--- config.mk ---
export PLATFORM = sky130hd
export DESIGN_NAME = tdm_demux8
export DESIGN_NICKNAME = d
export VERILOG_FILES = /design/src/rtl/tdm_demux_pkg.sv /design/src/rtl/demux1_8.sv /design/src/rtl/tdm_demux8.sv
export SDC_FILE = /design/constraint.sdc
export NUM_CORES = 1
export LEC_CHECK = 0
export ABC_AREA = 0
export BUFFER_PORTS_ARGS = -buffer_cell sky130_fd_sc_hd__buf_2
export CELL_PAD_IN_SITES_DETAIL_PLACEMENT = 0
export CELL_PAD_IN_SITES_GLOBAL_PLACEMENT = 1
export CORE_MARGIN = 10
export CORE_UTILIZATION = 30
export DETAILED_ROUTE_END_ITERATION = 7
export PLACE_DENSITY = 0.6
export SYNTH_ARGS = -nofsm -noshare
export SYNTH_HDL_FRONTEND = slang
export SYNTH_SLANG_ARGS = --single-unit
--- constraint.sdc ---
create_clock -name clk -period 4 [get_ports clk]
set_clock_uncertainty 0.15 [all_clocks]
set_input_delay 1 -clock clk [delete_from_list [all_inputs] [get_ports clk]]
set_output_delay 1 -clock clk [all_outputs]
set_load 0.1 [all_outputs]
--- src/rtl/tdm_demux_pkg.sv ---
// Shared constants and state encoding for the 8-lane TDM demultiplexer.
package tdm_demux_pkg;

  localparam int NLANES = 8;
  localparam int SEL_W  = 3;

  typedef enum logic {
    FILL = 1'b0,
    FULL = 1'b1
  } state_t;

endpackage

--- src/rtl/demux1_8.sv ---
// 3-bit lane index plus enable decoded into a one-hot lane write strobe.
module demux1_8
  import tdm_demux_pkg::*;
(
  input  logic [SEL_W-1:0]  i_sel,
  input  logic              i_en,
  output logic [NLANES-1:0] o_strobe
);

  // One-hot decode, all zero when not enabled
  always_comb begin
    o_strobe = '0;
    if (i_en) o_strobe[i_sel] = 1'b1;
  end

endmodule

--- src/rtl/tdm_demux8.sv ---
// 8-lane TDM demultiplexer: words are steered to y0..y7 either round-robin
// or by a manual select; a frame is complete once every lane was written.
//
//   state | meaning
//   ------+-----------------------------------------------------------
//   FILL  | collecting lanes; d_ready=1, frame_ack ignored
//   FULL  | all 8 lanes written; d_ready=0, waiting for frame_ack
module tdm_demux8
  import tdm_demux_pkg::*;
#(
  parameter int WIDTH = 4
) (
  input  logic             clk,
  input  logic             rst_n,
  input  logic [WIDTH-1:0] d,
  input  logic             d_valid,
  output logic             d_ready,
  input  logic             auto_mode,
  input  logic             s2,
  input  logic             s1,
  input  logic             s0,
  output logic [WIDTH-1:0] y0,
  output logic [WIDTH-1:0] y1,
  output logic [WIDTH-1:0] y2,
  output logic [WIDTH-1:0] y3,
  output logic [WIDTH-1:0] y4,
  output logic [WIDTH-1:0] y5,
  output logic [WIDTH-1:0] y6,
  output logic [WIDTH-1:0] y7,
  output logic             frame_valid,
  input  logic             frame_ack
);

  state_t              r_state;
  state_t              w_state_nxt;
  logic [NLANES-1:0]   r_mask;
  logic [SEL_W-1:0]    r_cnt;
  logic [WIDTH-1:0]    r_y [NLANES];

  logic                w_xfer;
  logic                w_ack_take;
  logic [SEL_W-1:0]    w_lane;
  logic [NLANES-1:0]   w_strobe;
  logic [NLANES-1:0]   w_mask_nxt;

  assign w_xfer     = d_valid && d_ready;
  assign w_ack_take = (r_state == FULL) && frame_ack;
  assign w_lane     = auto_mode ? r_cnt : {s2, s1, s0};
  assign w_mask_nxt = r_mask | w_strobe;

  demux1_8 u_demux (
    .i_sel    (w_lane),
    .i_en     (w_xfer),
    .o_strobe (w_strobe)
  );

  // State register
  always_ff @(posedge clk) begin
    if (!rst_n) r_state <= FILL;
    else        r_state <= w_state_nxt;
  end

  // Next-state and handshake outputs; FULL is entered on the same edge the
  // last missing lane is written, so frame_valid lines up with its data
  always_comb begin
    w_state_nxt = r_state;
    frame_valid = 1'b0;
    d_ready     = 1'b1;
    case (r_state)
      FILL: begin
        if (w_mask_nxt == {NLANES{1'b1}}) w_state_nxt = FULL;
      end
      FULL: begin
        frame_valid = 1'b1;
        d_ready     = 1'b0;
        if (frame_ack) w_state_nxt = FILL;
      end
      default: w_state_nxt = FILL;
    endcase
  end

  // Lane mask and round-robin counter; ack restarts the frame
  always_ff @(posedge clk) begin
    if (!rst_n) begin
      r_mask <= '0;
      r_cnt  <= '0;
    end else if (w_ack_take) begin
      r_mask <= '0;
      r_cnt  <= '0;
    end else begin
      r_mask <= w_mask_nxt;
      if (w_xfer && auto_mode) r_cnt <= r_cnt + 3'd1;
    end
  end

  // Lane data registers; only reset clears them, never ack
  always_ff @(posedge clk) begin
    if (!rst_n) begin
      for (int i = 0; i < NLANES; i++) r_y[i] <= '0;
    end else begin
      for (int i = 0; i < NLANES; i++)
        if (w_strobe[i]) r_y[i] <= d;
    end
  end

  assign y0 = r_y[0];
  assign y1 = r_y[1];
  assign y2 = r_y[2];
  assign y3 = r_y[3];
  assign y4 = r_y[4];
  assign y5 = r_y[5];
  assign y6 = r_y[6];
  assign y7 = r_y[7];

endmodule

==> results of run 1 <==
power breakdown:
group	total [mW]	switching (mW)	internal, mW	leakage [nW]
registers	0.519	0.00796	0.511	0.429
logic	0.201	0.175	0.0260	0.424
clock network	0.390	0.140	0.249	0.0654
total	1.11	0.323	0.787	0.919
worst reg2reg max path, stage by stage (launching register included):
cell and delay (ns):
dfxtp_1 0.35, nor2b_1 0.41, o211ai_1 0.35, o2bb2ai_1 0.22
or4_1 0.47, a21oi_1 0.14
stage by stage:
stage	instance area, um^2	std cells	utilization, %
detailed placement	2057	263	36.68
global route	2190	271	39.05
floorplan	1758	150	-
CTS	2190	271	39.05
global placement	2057	263	36.68
finish	2190	271	39.05
cells in the mapped netlist (all sizes together), types with 2 or more instances:
| library cell | n | area [um^2] |
|---|---|---|
| a2111oi | 2 | 23.77 |
| a21oi | 9 | 45.04 |
| clkbuf | 3 | 11.26 |
| dfxtp | 12 | 240.2 |
| edfxtp | 32 | 960.9 |
| inv | 10 | 37.54 |
| nand2 | 19 | 71.32 |
| nand2b | 2 | 12.51 |
| nand3 | 3 | 15.01 |
| nand3b | 2 | 15.01 |
| nor2 | 30 | 112.6 |
| nor3b | 2 | 20.02 |
| o2111a | 2 | 22.52 |
| o211ai | 2 | 15.01 |
| o21ai | 2 | 10.01 |
| o22ai | 2 | 12.51 |
| xor2 | 2 | 17.52 |
cell type report:
class / count / area, um^2
flip-flops and latches: 44 / 1201
fillers: 561 / 3418
clock inverters: 2 / 60.06
inverters: 11 / 41.29
well taps: 72 / 90.09
clock buffers: 6 / 72.57
repair buffers: 45 / 225.2
multi-input cells: 91 / 499.2
registers in the layout, summed over array words and instances (netlist names):
signal	cells
r_y	32
r_mask	8
r_cnt	3
r_state	1
path summary, 6_finish.rpt:
| check | from | to | slack (ns) | depth (start not counted) |
|---|---|---|---|---|
| setup / recovery | auto_mode | r_state | 1.18 | 6 |
| hold / removal | r_mask[2] | r_mask[2] | 0.31 | 2 |
| setup reg to reg | r_state | r_state | 1.83 | 5 |
| hold reg to reg | r_mask[2] | r_mask[2] | 0.31 | 2 |
layer usage:
metal	up-vias	part of all wire (%)	GRT usage (%)
li1	621	-	-
met1	608	40	10.31
met2	51	47	15.03
met3	8	11	3.701
met4	0	1.5	3.148
met5	-	0	0
cell families (layout without fill, tap and decap cells):
| kind of cell | after synthesis | after routing | synth area share [%] |
|---|---|---|---|
| AND/OR/NAND/NOR | 63 | 63 | 16.23 |
| flip-flops | 44 | 44 | 68.33 |
| XOR/XNOR | 2 | 2 | 0.9966 |
| multiplexers | 2 | 2 | 1.210 |
| AO/OA/AOI/OAI | 23 | 23 | 9.252 |
| adder cells (fa/ha/maj) | 1 | 1 | 0.7116 |
| buffers and inverters | 15 | 64 | 3.274 |
==> impl_metrics.ini, run 1 <==
[clock_network]
cts_made_buffers = 5
cts_root_buf = clkbuf_8
postCtsHoldBufs = 0
cts_buffer_depth = 2
numClockSinks = 44
cts_setup_buffers = 0
path_clk_slew_ns = 0.08
cts_resized = 0
htreeDepth = 2
tritoncts = done
clkLatencyLatePin_ns = 0.29

[setup_path]
cp_top_family = compound AO/OA/AOI/OAI gates
path_cells = buf_2, mux2_2, a2111oi_0, o22ai_1, or4_1, a21oi_1
cp-end-kind = flip-flop
cp_slowest_cell = or4_1
critical_path.max_stage_delay_ns = 0.51
crit_fanout = 13
path_class = in2reg
path_buf_inv = 1
startpoint_type = input port
worstPathArrival_ns = 2.88
worstPathRequired_ns = 4.07

[layout]
fin_nets = 211
layout_commonest_cell = buf_2
area_growth_pct = 24.56
final_cell_mix = buf_2, edfxtp_1, nor2_1, nand2_1, dfxtp_1
diodes = 0
drive_gt1_share_pct = 28.14

[floorplanning]
core_um2 = 5608
die_y_um = 96.55
dieArea_um2 = 9322
start_util_pct = 31.35
rows = 27
die_w_um = 96.55
ioPinCount = 46

[timing]
tns_ns = 0
final.min_clock_period_ns = 2.816
setup_violations = 0
timing.fmax_mhz = 355.1
rsz0062_at_grt = false
finalCritPeriodShare_pct = 70.40
setup_slack_ns = 1.184
worst_slew_pin_slew_ns = 0.5953
slew_violations = 0
slew_headroom_pct = 60.14
final_hold_viol_count = 0
hold_ws_ns = 0.3126

[power]
max-vdd-ir-drop_mv = 0.2299
report.power.total_mw = 1.110
p_per_area_nw_per_um2 = 506.8
leakage_nw = 0.9186

[global_routing]
grt_max_degree = 15
antenna_found_initial = 0
grt_pass1_wl_mm = 6.534
overflow = 0
grt_pass1_vias = 1339
track_usage_pct = 9.055

[place]
place_ws_ns = 0.9170
portBuffers = 45
hpwl_mm = 3.194
globalplace.congestion = 0.8624

[drt]
via_count = 1288
postRouteAntennaNets = 0
drt-vias-per-instance = 4.753
drtIter0Drc = 99
drt_wl_total_mm = 4.102
drcViolationCount = 0
route.detailed.wl_per_inst_um = 15.14
dr.pass1.iters = 4

[run]
drv_cap = 0

[synth]
async_reset_ff_share_pct = 0
yosysSeqAreaShare_pct = 68.33
synth_flop_cell = edfxtp_1
synth_area_um2 = 1758
yosysWarnings = 0
synth_edf_count = 32
yosysUniqueCellTypes = 33
synthesis.nets = 163
ys_ff_latch = 44
avgSynthCellArea_um2 = 11.72
synthCells = 150

[min_path]
hold_path_class = reg2reg

[status]
outcome = completed
(Power assumes the default switching activity.)
==> inputs of run 2 (changes only) <==
Settings changed: ABC_AREA 0 to 1, PLACE_DENSITY 0.6 to 0.61.
Clock period 4 ns to 2.6 ns, I/O delays scaled along.
==> impl_metrics.ini, run 2 <==
[setup_path]
startpoint_type = flip-flop
worstPathArrival_ns = 1.18
critical_path.max_stage_delay_ns = 0.43
crit_fanout = 4
path_cells = inv_2, buf_2
path_class = reg2out
cp-end-kind = output port
cp_top_family = buffers and inverters
worstPathRequired_ns = 1.80
path_buf_inv = 2
cp_slowest_cell = buf_2

[synth]
synthTopCellsByArea = edfxtp_1, dfxtp_1, nand2_1, nor2_1, inv_1
yosysWarnings = 0
ys_ff_latch = 44
yosysTopAreaCell = edfxtp_1
synth_edf_count = 32
avgSynthCellArea_um2 = 10.62
synth_area_um2 = 1784
synth_most_common_cell = nand2_1
synthesis.nets = 181
yosys-top-cells-count = nand2_1, edfxtp_1, nor2_1, inv_1, dfxtp_1
synthCells = 168
yosysSeqAreaShare_pct = 67.32
synth_top_area_share_pct = 53.86
async_reset_ff_share_pct = 0
synth_flop_cell = edfxtp_1
yosysUniqueCellTypes = 19

[drt]
postRouteAntennaNets = 0
dr.pass1.iters = 4
drcViolationCount = 0
drtIter0Drc = 37
drt_wl_total_mm = 3.772
via_count = 1234
drt-vias-per-instance = 4.197
route.detailed.wl_per_inst_um = 12.83

[clock_network]
cts_buffer_depth = 2
cts_resized = 0
cts_setup_buffers = 0
htreeDepth = 2
cts_made_buffers = 5
numClockSinks = 44
cts_root_buf = clkbuf_8
postCtsHoldBufs = 0
path_clk_slew_ns = 0.09
tritoncts = done
clkLatencyLatePin_ns = 0.29

[power]
p_per_area_nw_per_um2 = 755.7
max-vdd-ir-drop_mv = 0.2381
leakage_nw = 1.004

[floorplanning]
die_w_um = 97.12
dieArea_um2 = 9432
rows = 28
start_util_pct = 30.50
ioPinCount = 46
core_um2 = 5851
die_y_um = 97.12

[timing]
tns_ns = 0
finalCritPeriodShare_pct = 76.17
hold_ws_ns = 0.3100
worst_slew_pin_slew_ns = 0.4831
final.min_clock_period_ns = 1.980
timing.fmax_mhz = 505.0
slew_violations = 0
final_hold_viol_count = 0
setup_violations = 0
slew_headroom_pct = 67.71
rsz0062_at_grt = false

[min_path]
hold_path_class = reg2reg

[layout]
layout_commonest_cell = buf_2
final_cell_mix = buf_2, nand2_1, edfxtp_1, nor2_1, inv_1
fin_nets = 231
largest_reg_flops = 32
diodes = 0
drive_gt1_share_pct = 33.33
nFillCells = 589
largest-register = r_y
reg_top3 = r_y: 32 flops, r_mask: 8 flops, r_cnt: 3 flops
area_growth_pct = 23.70
final_core_util_pct = 37.72

[global_routing]
busiest_layer = met2
overflow = 0
grt_max_degree = 15
antenna_found_initial = 0
grt_use_met3_pct = 3.556
track_usage_pct = 7.965
met1_usage_pct = 9.601
grt_pass1_wl_mm = 6.092
grtUsageMet2_pct = 12.14
grt_pass1_vias = 1241

[place]
hpwl_mm = 2.945
portBuffers = 45
globalplace.congestion = 0.6816

[status]
outcome = completed

[run]
drv_cap = 0
[run 2: cell count changes after synthesis, sizes merged, moves of 3 or more]
cell / before / now
a21oi: 9 / 12
nand2: 19 / 53
nor2: 30 / 33
inv: 10 / 19
[run 2: worst min-delay path: stages, from the launching register on]
cell and delay, ns:
dfxtp_1 0.30, inv_1 0.06, a21oi_1 0.06
[run 2: per-stage QoR]
stage / setup WS [ns] / power [mW] / area [um^2] / cells
floorplan: 0.1136 / 1.114 / 1784 / 168
global placement: 0.5778 / 1.175 / 2096 / 286
detailed placement: 0.5998 / 1.175 / 2096 / 286
CTS: 0.6120 / 1.677 / 2207 / 294
global route: 0.5725 / 1.729 / 2207 / 294
finish: 0.6196 / 1.668 / 2207 / 294
[run 2: power breakdown]
part	leakage [nW]	internal, mW	total, mW	switching (mW)
sequential	0.430	0.792	0.802	0.0104
clock	0.0558	0.285	0.513	0.229
combinational	0.518	0.0485	0.353	0.304
[run 2: worst paths after layout]
kind | startpoint | end | slack, ns | depth (start not counted)
setup / recovery | r_state | d_ready | 0.62 | 2
hold / removal | r_mask[6] | r_mask[6] | 0.31 | 2
setup reg to reg | r_state | r_y[1][12] | 1.00 | 5
hold reg to reg | r_mask[6] | r_mask[6] | 0.31 | 2
[run 2: routing by layer]
layer	vias up	share of wire (%)
met1	551	47
met2	43	45
met3	4	7.7
met5	-	0
li1	636	-
met4	0	1.1
[run 2: cells by family after synthesis]
family                   after synthesis  share of synthesized area (%)
flip-flops                            44                          67.32
adder cells (fa/ha/maj)                1                         0.7012
buffers and inverters                 21                          4.418
AND/OR/NAND/NOR                       88                          22.65
AO/OA/AOI/OAI                         14                          4.909
[run 2: final cells by class]
| cell class | instances | area (um^2) | area share (%) |
|---|---|---|---|
| well taps | 75 | 93.84 | 4.252 |
| clock inverters | 3 | 42.54 | 1.927 |
| multi-input cells | 103 | 504.2 | 22.85 |
| inverters | 19 | 71.32 | 3.231 |
| clock buffers | 5 | 68.82 | 3.118 |
| repair buffers | 45 | 225.2 | 10.20 |
| flip-flops and latches | 44 | 1201 | 54.42 |
==> inputs of run 3 (changes only) <==
Settings changed: PLACE_DENSITY 0.61 to 0.63.
Clock period 2.6 ns to 1.77 ns, I/O delays scaled along.
==> impl_metrics.ini, run 3 (synthesis gave the netlist of run 2 again) <==
[status]
outcome = completed

[layout]
fin_nets = 238
diodes = 0
reg_top3 = r_y: 32 flops, r_mask: 8 flops, r_cnt: 3 flops
final_cell_mix = buf_2, nand2_1, edfxtp_1, nor2_1, inv_1
largest_reg_flops = 32
drive_gt1_share_pct = 36.00
nFillCells = 584
fin_area_um2 = 2303
layout_commonest_cell = buf_2
area_growth_pct = 29.10
largest-register = r_y

[drt]
via_count = 1251
drtIter0Drc = 39
drcViolationCount = 0
drt_wl_total_mm = 3.756
dr.pass1.iters = 4
drt-vias-per-instance = 4.170
route.detailed.wl_per_inst_um = 12.52
postRouteAntennaNets = 0

[setup_path]
rr_worst_depth = 5
startpoint_type = flip-flop
critical_path.max_stage_delay_ns = 0.44
path_cells = buf_2
cp-end-kind = output port
crit_end = frame_valid
worstPathRequired_ns = 1.18
reg2reg_to = r_y[1][12]
path_class = reg2out
path_buf_inv = 1
worstPathArrival_ns = 1.11
cp_top_family = buffers and inverters
cp_slowest_cell = buf_2
crit_cells = 1
reg2reg_from = r_state
r2r_slack_ns = 0.21
crit_fanout = 3
worstSetupStartpoint = r_state

[global_routing]
grt_max_degree = 14
overflow = 0
track_usage_pct = 8.070
grt_pass1_wl_mm = 6.237
grt_pass1_vias = 1267
antenna_found_initial = 0

[place]
hpwl_mm = 3.025
globalplace.congestion = 0.7529
placed_cell_area_um2 = 2175
portBuffers = 45

[floorplanning]
start_util_pct = 30.50
die_w_um = 97.12
ioPinCount = 46
dieArea_um2 = 9432
die_y_um = 97.12
core_um2 = 5851
rows = 28

[run]
drv_cap = 0

[power]
max-vdd-ir-drop_mv = 0.4630
leakage_nw = 1.055
p_per_area_nw_per_um2 = 1119
report.power.total_mw = 2.577

[clock_network]
postCtsHoldBufs = 0
htreeDepth = 2
cts_buffer_depth = 2
cts_made_buffers = 5
cts_setup_buffers = 0
cts_root_buf = clkbuf_8
numClockSinks = 44
path_clk_slew_ns = 0.08
cts_resized = 0
clkLatencyLatePin_ns = 0.28
tritoncts = done

[min_path]
hold_path_class = reg2reg

[timing]
timing.fmax_mhz = 586.0
finalCritPeriodShare_pct = 96.41
worst_slew_pin_slew_ns = 0.5022
setup_violations = 0
slew_violations = 0
rsz0062_at_grt = false
final_hold_viol_count = 0
slew_headroom_pct = 66.75
final.min_clock_period_ns = 1.706
hold_ws_ns = 0.3127
## run 3: final cells by class
type | count | area [um^2] | area share [%]
tap | 75 | 93.84 | 4.074
inverter | 19 | 78.83 | 3.422
multi-input combinational | 103 | 504.2 | 21.89
sequential | 44 | 1205 | 52.31
clock inverter | 2 | 60.06 | 2.607
clock buffer | 5 | 68.82 | 2.988
timing repair buffer | 52 | 292.8 | 12.71
## run 3: through the flow
stage          utilization (%)  setup TNS, ns  setup slack (ns)  std cells
6_report                 39.37              0           0.06354        300
5_1_grt                  39.37              0           0.02114        300
4_1_cts                  39.37              0           0.04741        300
3_5_place_dp             37.17       -0.06827          -0.01680        293
3_3_place_gp             37.17              0           0.01016        293
2_1_floorplan                -              0           0.04774        168
## run 3: how the worst min path moves through the flow
stage	startpoint	end	slack (ns)	cells after the start
2_1_floorplan	r_mask[0]	r_mask[0]	0.29	2
3_3_place_gp	r_mask[2]	r_mask[2]	0.30	2
3_5_place_dp	r_mask[3]	r_mask[3]	0.30	2
4_1_cts	r_mask[3]	r_mask[3]	0.31	2
5_1_grt	r_mask[6]	r_mask[6]	0.32	2
6_report	r_mask[2]	r_mask[2]	0.31	2
## run 3: report_power, final
| group | internal [mW] | total (mW) | switching [mW] |
|---|---|---|---|
| Combinational | 0.0803 | 0.529 | 0.449 |
| Sequential | 1.16 | 1.18 | 0.0147 |
| Clock | 0.555 | 0.871 | 0.316 |
| Total | 1.80 | 2.58 | 0.780 |
## run 3: metal layers
metal	part of all wire, %	vias to the layer above	wire (um)	track usage, %
met1	48	556	1808	10.45
met5	0	-	0	0
met2	43	47	1623	11.78
met3	8.4	2	314	3.556
met4	0.24	0	9	2.384
li1	-	646	-	-
